[config.mk]
export PLATFORM = sky130hd
export DESIGN_NAME = msk_svrs_stream_bridge
export DESIGN_NICKNAME = d
export VERILOG_FILES = /design/src/rtl/msk_svrs_pkg.sv /design/src/rtl/msk_svrs_block_to_words.sv /design/src/rtl/msk_svrs_stream_bridge.sv
export SDC_FILE = /design/constraint.sdc
export NUM_CORES = 1
export LEC_CHECK = 0
export ABC_AREA = 1
export BUFFER_PORTS_ARGS = -buffer_cell sky130_fd_sc_hd__buf_4
export CAP_MARGIN = 20
export CORE_AREA = 2 2 253 255
export CTS_CLUSTER_DIAMETER = 150
export DETAILED_ROUTE_END_ITERATION = 7
export DIE_AREA = 0 0 255 257
export MAX_ROUTING_LAYER = met4
export SYNTH_ARGS = -nofsm -noshare
export SYNTH_HDL_FRONTEND = slang
export SYNTH_SLANG_ARGS = --single-unit
[constraint.sdc]
create_clock -name clk -period 15.6 [get_ports clk]
set_input_delay 4.68 -clock clk [delete_from_list [all_inputs] [get_ports clk]]
set_output_delay 4.68 -clock clk [all_outputs]
set_load 0.02 [all_outputs]
[src/rtl/msk_svrs_pkg.sv]
// msk_svrs_pkg: shared geometry, FSM states and share/column slicing helpers for the SVRS bridge
package msk_svrs_pkg;
  localparam int COL_W = 32;
  localparam int COLS = 4;
  localparam int BLK_W = COL_W * COLS;
  typedef enum logic {FILL, PRESENT} in_state_e;
  typedef enum logic {IDLE, DRAIN} out_state_e;
  function automatic int word_off(int j);
    return j * COL_W;
  endfunction
  function automatic int blk_off(int j, int k);
    return j * BLK_W + k * COL_W;
  endfunction
endpackage

[src/rtl/msk_svrs_block_to_words.sv]
// msk_svrs_block_to_words: captures a masked ciphertext block and serializes it column by column
module msk_svrs_block_to_words
  import msk_svrs_pkg::*;
#(
  parameter int D = 2
) (
  input  logic               clk,
  input  logic               rst,
  input  logic [BLK_W*D-1:0] ct_data,
  input  logic               ct_valid,
  output logic               ct_ready,
  output logic [COL_W*D-1:0] m_data,
  output logic               m_valid,
  input  logic               m_ready,
  output logic               active
);
  out_state_e state_q, state_d;
  logic [1:0] rcnt;
  logic [BLK_W*D-1:0] blk_q;
  logic ct_xfer, m_xfer;
  assign ct_xfer = ct_valid & ct_ready;
  assign m_xfer = m_valid & m_ready;
  assign active = state_q != IDLE;
  always_comb begin
    state_d = (state_q == IDLE) ? (ct_xfer ? DRAIN : IDLE)
                                : ((m_xfer && rcnt == 2'd3) ? IDLE : DRAIN);
  end
  always_ff @(posedge clk) begin
    if (rst) begin
      state_q <= IDLE;
      rcnt <= 2'd0;
      ct_ready <= 1'b1;
      m_valid <= 1'b0;
    end else begin
      state_q <= state_d;
      ct_ready <= state_d == IDLE;
      m_valid <= state_d == DRAIN;
      rcnt <= ct_xfer ? 2'd0 : (m_xfer ? rcnt + 2'd1 : rcnt);
    end
  end
  always_ff @(posedge clk) begin
    if (ct_xfer) blk_q <= ct_data;
  end
  // Output word is a mux of the captured block, so it is stable while rcnt holds
  always_comb begin
    m_data = '0;
    for (int j = 0; j < D; j++) m_data[word_off(j) +: COL_W] = blk_q[blk_off(j, int'(rcnt)) +: COL_W];
  end
endmodule

[src/rtl/msk_svrs_stream_bridge.sv]
// msk_svrs_stream_bridge: packs masked word streams into SVRS blocks for the AES core and
// serializes masked ciphertext blocks back into words; shares are moved, never combined
module msk_svrs_stream_bridge
  import msk_svrs_pkg::*;
#(
  parameter int D = 2
) (
  input  logic               clk,
  input  logic               rst,
  input  logic [COL_W*D-1:0] s_data,
  input  logic               s_inverse,
  input  logic               s_valid,
  output logic               s_ready,
  output logic [BLK_W*D-1:0] blk_data,
  output logic               blk_inverse,
  output logic               blk_valid,
  input  logic               blk_ready,
  input  logic [BLK_W*D-1:0] ct_data,
  input  logic               ct_valid,
  output logic               ct_ready,
  output logic [COL_W*D-1:0] m_data,
  output logic               m_valid,
  input  logic               m_ready,
  output logic               busy
);
  in_state_e state_q, state_d;
  logic [1:0] wcnt;
  logic s_xfer, drain;
  assign s_xfer = s_valid & s_ready;
  assign busy = (state_q != FILL) | (wcnt != 2'd0) | drain;
  always_comb begin
    state_d = (state_q == FILL) ? ((s_xfer && wcnt == 2'd3) ? PRESENT : FILL)
                                : (blk_ready ? FILL : PRESENT);
  end
  // wcnt wraps to 0 on the fourth word, so it is already 0 when the block is released
  always_ff @(posedge clk) begin
    if (rst) begin
      state_q <= FILL;
      wcnt <= 2'd0;
      s_ready <= 1'b1;
      blk_valid <= 1'b0;
      blk_inverse <= 1'b0;
    end else begin
      state_q <= state_d;
      s_ready <= state_d == FILL;
      blk_valid <= state_d == PRESENT;
      if (s_xfer) wcnt <= wcnt + 2'd1;
      if (s_xfer && wcnt == 2'd0) blk_inverse <= s_inverse;
    end
  end
  always_ff @(posedge clk) begin
    if (s_xfer)
      for (int j = 0; j < D; j++) blk_data[blk_off(j, int'(wcnt)) +: COL_W] <= s_data[word_off(j) +: COL_W];
  end
  msk_svrs_block_to_words #(.D(D)) u_egress (
    .clk(clk),
    .rst(rst),
    .ct_data(ct_data),
    .ct_valid(ct_valid),
    .ct_ready(ct_ready),
    .m_data(m_data),
    .m_valid(m_valid),
    .m_ready(m_ready),
    .active(drain)
  );
endmodule

== Word-level counts from Yosys, hierarchy flattened ==
Cells that the tools add are included.

* Input port bits: 327
* Register bits: 521
* Output and inout bits: 326
* Logic and storage cells: 44

* Shift operators: 6
* Bitwise logic cells: 7
* Multiplexer cells: 8
* Equal/unequal tests: 2
* Add/subtract/negate cells: 6
* Reductions and logical operators: 6

{| class="wikitable"
|+ Operators with widths
! operator !! count
|-
| 256-bit bitwise mux || 2
|-
| 32-bit by 33-bit variable shift with 256-bit output, first input constant || 2
|-
| 32-bit by 33-bit indexed part select with 256-bit output || 2
|-
| 256-bit by 32-bit indexed part select with 32-bit output || 1
|-
| 256-bit by 8-bit indexed part select with 32-bit output || 1
|-
| 7-bit negation with 33-bit output || 1
|-
| 9-bit negation with 33-bit output || 1
|-
| 8-bit by 7-bit adder with 9-bit output, first input constant || 2
|-
| 1-bit two-way mux || 6
|-
| 2-bit by 1-bit adder with 2-bit output, second input constant || 2
|-
| 2-bit == test, second input constant || 2
|-
| 1-bit AND || 3
|-
| 1-bit logical AND || 3
|-
| 2-bit logical NOT || 1
|-
| 1-bit NOT || 2
|-
| 1-bit OR || 2
|-
| 2-bit nonzero test || 1
|-
| 2-bit OR reduction || 1
|}

== Longest topological paths before layout ==
Gate-level depths: netlist of the first run.

* Depth in word-level cells: 5
* Depth in mapped cells: 10

== By module ==
A second synthesis of the first run with hierarchy kept.

* Cells, all modules: 2103
* Area total of the unflattened synthesis: 22327.7 µm²

{| class="wikitable"
|+ Modules (own cells, without submodules)
! module !! cells an instance !! sequential area each (µm²) !! times used !! area each (µm²)
|-
| msk_svrs_stream_bridge || 1077 || 7787.5 || 1 || 11463.5
|-
| msk_svrs_block_to_words || 1026 || 7767.4 || 1 || 10864.2
|}

== Worst setup path after synthesis of the first run ==
No wires, ideal clock.

* Kind: input port to flip-flop
* Start point: input ct_valid
* End point: register u_egress.blk_q[0] (enable)
* Stages: 2
* Data required time: 14.992 ns
* Path slack: 5.282 ns
* Arrival time: 9.710 ns
* Cells stage by stage: nand2_1 -> inv_1

* Longest elaborated chain between the ends: 1

{| class="wikitable"
|+ RTL lines
! item !! RTL line !! text
|-
| from (decl) || msk_svrs_stream_bridge.sv:19 || <nowiki>input logic ct_valid,</nowiki>
|-
| 1-bit AND || msk_svrs_block_to_words.sv:21 || <nowiki>assign ct_xfer = ct_valid & ct_ready;</nowiki>
|-
| named net u_egress.ct_xfer || msk_svrs_block_to_words.sv:20 || <nowiki>logic ct_xfer, m_xfer;</nowiki>
|-
| to (signal assigned) || msk_svrs_block_to_words.sv:42 || <nowiki>if (ct_xfer) blk_q <= ct_data;</nowiki>
|-
| to (decl) || msk_svrs_block_to_words.sv:19 || <nowiki>logic [BLK_W*D-1:0] blk_q;</nowiki>
|}

The timed path passes the listed nets, and every way through them passes these cells.
A chain may end at the register's enable or synchronous reset.

== Worst setup path after layout of the first run ==
* Start point: register wcnt[0]
* End point: output busy

* Longest elaborated chain between the ends: 3

{| class="wikitable"
|+ RTL lines
! item !! RTL line !! text
|-
| from (decl) || msk_svrs_stream_bridge.sv:27 || <nowiki>logic [1:0] wcnt;</nowiki>
|-
| from (signal assigned) || msk_svrs_stream_bridge.sv:47 || <nowiki>if (s_xfer) wcnt <= wcnt + 2'd1;</nowiki>
|-
| 2-bit nonzero test || msk_svrs_stream_bridge.sv:30 || <nowiki>assign busy = (state_q != FILL) | (wcnt != 2'd0) | drain;</nowiki>
|-
| 1-bit OR (2 in series) || msk_svrs_stream_bridge.sv:30 ||
|-
| to (decl) || msk_svrs_stream_bridge.sv:24 || <nowiki>output logic busy</nowiki>
|}

Every way passes these cells.

==> metrics.md, run 1 <==
| Metric | Value |
|---|---|
| Status | `finished clean` |
| Final instance area | `29100 um2` |
| Clock buffer depth | `3` |
| Final setup skew | `0.0256 ns` |
| Die area | `65500 um2` |
| Switching power | `0.858 mW` |
| Crit Path Category | `reg2out` |
| Clk_lat worst skew | `0.61 ns` |
| Post-synth EDFFs | `512` |
| Largest area contributor in the netlist | `edfxtp_1` |
| Fin. Hold Viols | `0` |
| I/O pin cnt | `653` |
| Clock power frac | `38.1%` |
| FMAX | `128 MHz` |
| H-tree depth | `2` |
| Sw Share | `25.7%` |
| Antenna-violating nets left | `0` |
| DR DRC count | `0` |
| Initial antenna violation count | `2` |
| CP cell instances | `clkinv_2 > ha_4 > inv_1 > nor2_1 > nand2_1 > buf_4` |
| Setup ws final | `7.79 ns` |
| CORE AREA | `62700 um2` |
| Die H | `257 um` |
| Seq/Total Area, Yosys | `71.6%` |
| Wire per inst | `22.7 um` |
| CTS resizes | `0` |
| Critical path data required time | `10.92 ns` |
| Critical path's slowest cell | `clkinv_2` |
| CTS buffer count | `55` |
| Final Max Slew Viols | `0` |
| CP endpoint | `busy` |
| Worst Setup SP | `wcnt[0]` |
| Global-route wire length before repair | `111000 um` |
| DRT iter0 DRCs | `1338` |
| Setup TNS | `0 ns` |
| Worst Hold Class | `reg2reg` |
| Synth top area share | `70.8%` |
| Top cells by area, synth | `edfxtp_1 (71%), nand2_1 (11%), nand4_1 (2.8%)` |
| CTS tree | `built` |
| Worst slew margin | `27.7%` |
| Cell variety after synth | `25` |
| Mapped Nets | `2238` |
| Yosys Warn Count | `0` |
| Mapped Area | `21700 um2` |
| GR Util All Layers | `23.7%` |
| RSZ-0062 raised after global routing | `false` |
| Final HPWL DP | `54900 um` |
| Port Buffers | `652` |
| Worst r2r path cells | `8` |
| RePlAce Congestion | `0.951` |
| Crit path time final | `7.81 ns` |
| Yosys reg bits | `521` |
| R2r setup slk | `10.78 ns` |
| Clock root cell | `clkbuf_16` |
| Placed cell area | `27300 um2` |
| Via density per instance | `4.94` |
| Vias | `16784` |
| Max incr delay on CP | `0.75 ns` |
| Measured slew at the worst slew-check pin | `1.08 ns` |
| CP Data Arrival Time | `3.13 ns` |
| Worst-path clk slew | `0.06 ns` |
| Final setup vio count | `0` |
| Count leader, synth | `nand2_1` |
| Die width | `255 um` |
| Largest net degree at the start of global routing | `110` |
| Routed WL | `77300 um` |
| Max_cap viols | `0` |
| Worst R2R End | `blk_data[96]` |
| Share of power burned in registers | `49.3%` |
| Rows | `92` |
| Top_reg_cell synth | `edfxtp_1` |
| Initial Utilization | `34.6%` |
| Tcrit/Tclk final | `50.1%` |
| Worst vdd ir | `0.0000970 V` |
| Pre-Repair DR Iteration Count | `5` |
| CTS Hold Bufs | `0` |
| Ys async rst share | `0%` |
| CP Launch Type | `register` |
| P_int | `2.48 mW` |
| P per Cell Area | `115 nW/um2` |
| Synth Area per Inst | `11.4 um2` |
| Final Net Count | `2842` |
| CP Capture Type | `output port` |
| Sinks on Clock Net | `521` |
| Pre-CTS setup slack | `8.30 ns` |
| Synth cell count leaders | `nand2_1 (631), edfxtp_1 (512), nor2_1 (144)` |
| Mapped Cells | `1902` |
| Total gr overflow | `0` |
| Fillers | `5722` |
| Pleak | `12.3 nW` |
| Combinational fraction of design power | `12.6%` |
| Area Growth Syn to Fin | `33.9%` |
| Vias in the first global route | `16766` |
| CP Max Fanout | `46` |
| Share of cells above drive strength 1 | `30.4%` |
| Post-CTS Setup Bufs | `0` |
| Reg-to-reg startpoint | `wcnt[0]` |
## worst min-delay path by stage
stage | from | to | cells past startpoint
2_1_floorplan | wcnt[1] | wcnt[1] | 2
3_3_place_gp | state_q | s_ready | 1
3_5_place_dp | state_q | s_ready | 1
4_1_cts | state_q | s_ready | 1
5_1_grt | state_q | state_q | 2
6_report | state_q | s_ready | 1
## kinds of logic after synthesis
logic type / share of synthesized area [%]
compound gates: 3.84
fa+ha+maj: 0.518
buf+inv: 5.07
flops: 71.6
simple gates: 19.0
## routing by layer
layer / track usage [%] / wire, um / up-vias
met1: 26.5 / 27700 / 7935
met5: - / 0 / -
met2: 40.1 / 38700 / 943
met4: 9.71 / 3400 / 0
met3: 6.16 / 7380 / 156
li1: - / - / 7750
## flip-flops by register name, summed over array words and instances, names as in the netlist
name / flops
u_egress.rcnt: 2
u_egress.m_valid: 1
s_ready: 1
wcnt: 2
state_q: 1
u_egress.blk_q: 256
blk_data: 256
blk_inverse: 1
u_egress.ct_ready: 1
## power by group through the flow
stage	Sequential [mW]	Combinational, mW	Clock, mW
finish	1.64	0.419	1.27
floorplan	1.70	0.187	0
global placement	1.67	0.416	0
detailed placement	1.68	0.420	0
global route	1.65	0.450	1.35
CTS	1.65	0.421	1.30
## critical path, delay by kind of cell, from the launching register on
family,cells,cell delay [ns]
buffers and inverters,3,1.10
adders and majority gates,1,0.58
DFF,1,0.70
and+or+nand+nor,2,0.15
## cells in the final DEF, fill, tap and decap left out, drive strengths merged
cell type / n
nand4: 96
clkinv: 22
diode: 2
nor2: 147
edfxtp: 512
o211ai: 64
o21bai: 1
bufinv: 3
nand2: 632
a21oi: 3
nor3b: 32
o21ai: 66
nor3: 42
clkbuf: 72
ha: 9
dfxtp: 9
nand3: 25
inv: 139
buf: 674
clkinvlp: 2
## area by class of cell
class                      count  area (um2)  share of cell area [%]
sequential                   521       15600                    53.5
antenna                        2        5.00                  0.0172
inverter                     137         523                    1.80
multi-input combinational   1117        5140                    17.7
clock inverter                29         231                   0.796
timing repair buffer         674        5090                    17.5
tap                          846        1060                    3.64
clock buffer                  72        1480                    5.10
## per-stage QoR
step / hold slack, ns / power, mW / cells / util [%]
6_report: 0.502 / 3.34 / 3398 / 46.4
5_1_grt: 0.561 / 3.45 / 3398 / 46.4
4_1_cts: 0.507 / 3.36 / 3395 / 46.3
3_5_place_dp: 0.491 / 2.10 / 3294 / 43.6
3_3_place_gp: 0.483 / 2.09 / 3293 / 43.6
2_1_floorplan: 0.528 / 1.89 / 1902 / -
No activity file was read; power rests on OpenSTA's default activity.
==> inputs of run 2 (changes only) <==
- CORE_AREA: 2 2 253 255 -> 2 2 255 257
- DIE_AREA: 0 0 255 257 -> 0 0 257 259
- clock period: 15.6 -> 7.2 ns (I/O delays scaled with it)
==> run 2 against run 1 <==
Wire length fell by 0.91%. Cell count rose by 0.38%. Hold slack improved by 0.011 ns. Critical endpoint is now m_data[57]. Largest power group unchanged. Largest cell class unchanged.
==> metrics.md, run 2 (synthesis gave the netlist of run 1 again) <==
| Metric | Value |
|---|---|
| Status | `finished clean` |
| Die area | `66600 um2` |
| Sequential Area | `15600 um2` |
| Switching power | `1.85 mW` |
| I/O pin cnt | `653` |
| CP Capture Type | `output port` |
| Regs by FF count | `blk_data (256), u_egress.blk_q (256)` |
| Setup TNS | `0 ns` |
| CTS resizes | `0` |
| Initial Utilization | `34.0%` |
| Wire per inst | `22.4 um` |
| Measured slew at the worst slew-check pin | `1.17 ns` |
| FMAX | `186 MHz` |
| Clk_lat worst skew | `0.59 ns` |
| Area occupied by multi-input gates | `5130 um2` |
| Clock power frac | `40.0%` |
| Clock buffer depth | `3` |
| DR DRC count | `0` |
| Final HPWL DP | `55200 um` |
| Worst-path clk slew | `0.06 ns` |
| Share of cells above drive strength 1 | `30.5%` |
| CP Max Fanout | `100` |
| Most frequent cells in the layout | `buf_4 (669), nand2_1 (629), edfxtp_1 (512)` |
| CTS buffer count | `56` |
| Fin. Hold Viols | `0` |
| Tcrit/Tclk final | `74.5%` |
| Die width | `257 um` |
| Worst vdd ir | `0.000205 V` |
| H-tree depth | `2` |
| GR Util All Layers | `22.8%` |
| Critical path data required time | `5.04 ns` |
| CP Data Arrival Time | `3.21 ns` |
| CP Launch Type | `register` |
| CTS tree | `built` |
| Worst Hold Class | `reg2reg` |
| Combinational fraction of design power | `12.3%` |
| Total gr overflow | `0` |
| Global-route wire length before repair | `110000 um` |
| Setup ws final | `1.83 ns` |
| RSZ-0062 raised after global routing | `false` |
| Pre-CTS setup slack | `2.35 ns` |
| Area Growth Syn to Fin | `35.1%` |
| CTS Hold Bufs | `0` |
| P per Cell Area | `254 nW/um2` |
| Worst slew margin | `21.9%` |
| Share of power burned in registers | `47.7%` |
| Final Net Count | `2843` |
| Most common cell after layout, fill and taps aside | `buf_4` |
| Final setup vio count | `0` |
| Vias in the first global route | `16629` |
| DRT iter0 DRCs | `1365` |
| Final Max Slew Viols | `0` |
| Final setup skew | `0.0139 ns` |
| Antenna-violating nets left | `0` |
| Sinks on Clock Net | `521` |
| Vias | `16805` |
| Crit Path Category | `reg2out` |
| Crit path time final | `5.37 ns` |
| Clock root cell | `clkbuf_16` |
| Initial antenna violation count | `6` |
| Die H | `259 um` |
| RePlAce Congestion | `0.906` |
| Via density per instance | `4.93` |
| Max_cap viols | `0` |
| Rows | `93` |
| Routed WL | `76600 um` |
| Port Buffers | `652` |
| CORE AREA | `63900 um2` |
| Largest net degree at the start of global routing | `189` |
| Fillers | `5904` |
| Pre-Repair DR Iteration Count | `5` |
| Pleak | `12.4 nW` |
| Sw Share | `24.8%` |
| Post-CTS Setup Bufs | `0` |
| P_int | `5.61 mW` |
run 2: cell count changes in the layout (fill, tap and decap cells not counted), sizes merged:
cell and change:
bufinv +7, clkbuf -7, clkinv +2, clkinvlp +1, diode +4, inv -3
run 2: routing by layer:
layer,track usage (%),vias to the layer above,share of wire [%]
li1,-,7772,-
met3,6.39,128,9.8
met4,7.61,0,3.5
met2,38.8,894,50
met5,-,-,0
met1,26.0,8011,37
run 2: final timing paths:
path	start	to	slack (ns)	cells past startpoint
setup / recovery	u_egress.rcnt[0]	m_data[57]	1.83	6
setup reg to reg	wcnt[0]	blk_data[73]	2.37	7
hold / removal	state_q	s_ready	0.51	1
hold reg to reg	state_q	s_ready	0.51	1
run 2: per-stage QoR:
stage	std cells	util, %	power, mW	hold slack, ns	area (um2)
after global placement	3300	42.8	4.52	0.483	27300
after detailed placement	3304	42.9	4.54	0.502	27400
after floorplan	1902	-	4.08	0.528	21700
after global routing	3411	45.9	7.71	0.551	29300
final	3411	45.9	7.46	0.513	29300
after CTS	3405	45.9	7.53	0.522	29300
run 2: power groups by stage:
stage	clock network, mW	registers [mW]	logic (mW)
finish	2.99	3.56	0.917
global route	3.16	3.57	0.977
CTS	3.05	3.56	0.922
detailed placement	0	3.62	0.920
global placement	0	3.62	0.904
floorplan	0	3.68	0.406
run 2: critical path: stages, from the launching register on:
cell and delay [ns]:
dfxtp_4 1.03, buf_4 0.84, nand2_1 0.13, nand2_1 0.12, nand2_1 0.06, nand2_1 0.13
buf_4 0.15
run 2: final cells by class:
type                       count  share of cell area, %
clock inverter                36                   1.48
timing repair buffer         674                   17.6
multi-input combinational   1117                   17.5
clock buffer                  65                   4.96
inverter                     137                   1.77
antenna                        6                 0.0512
sequential                   521                   53.0
tap                          855                   3.65
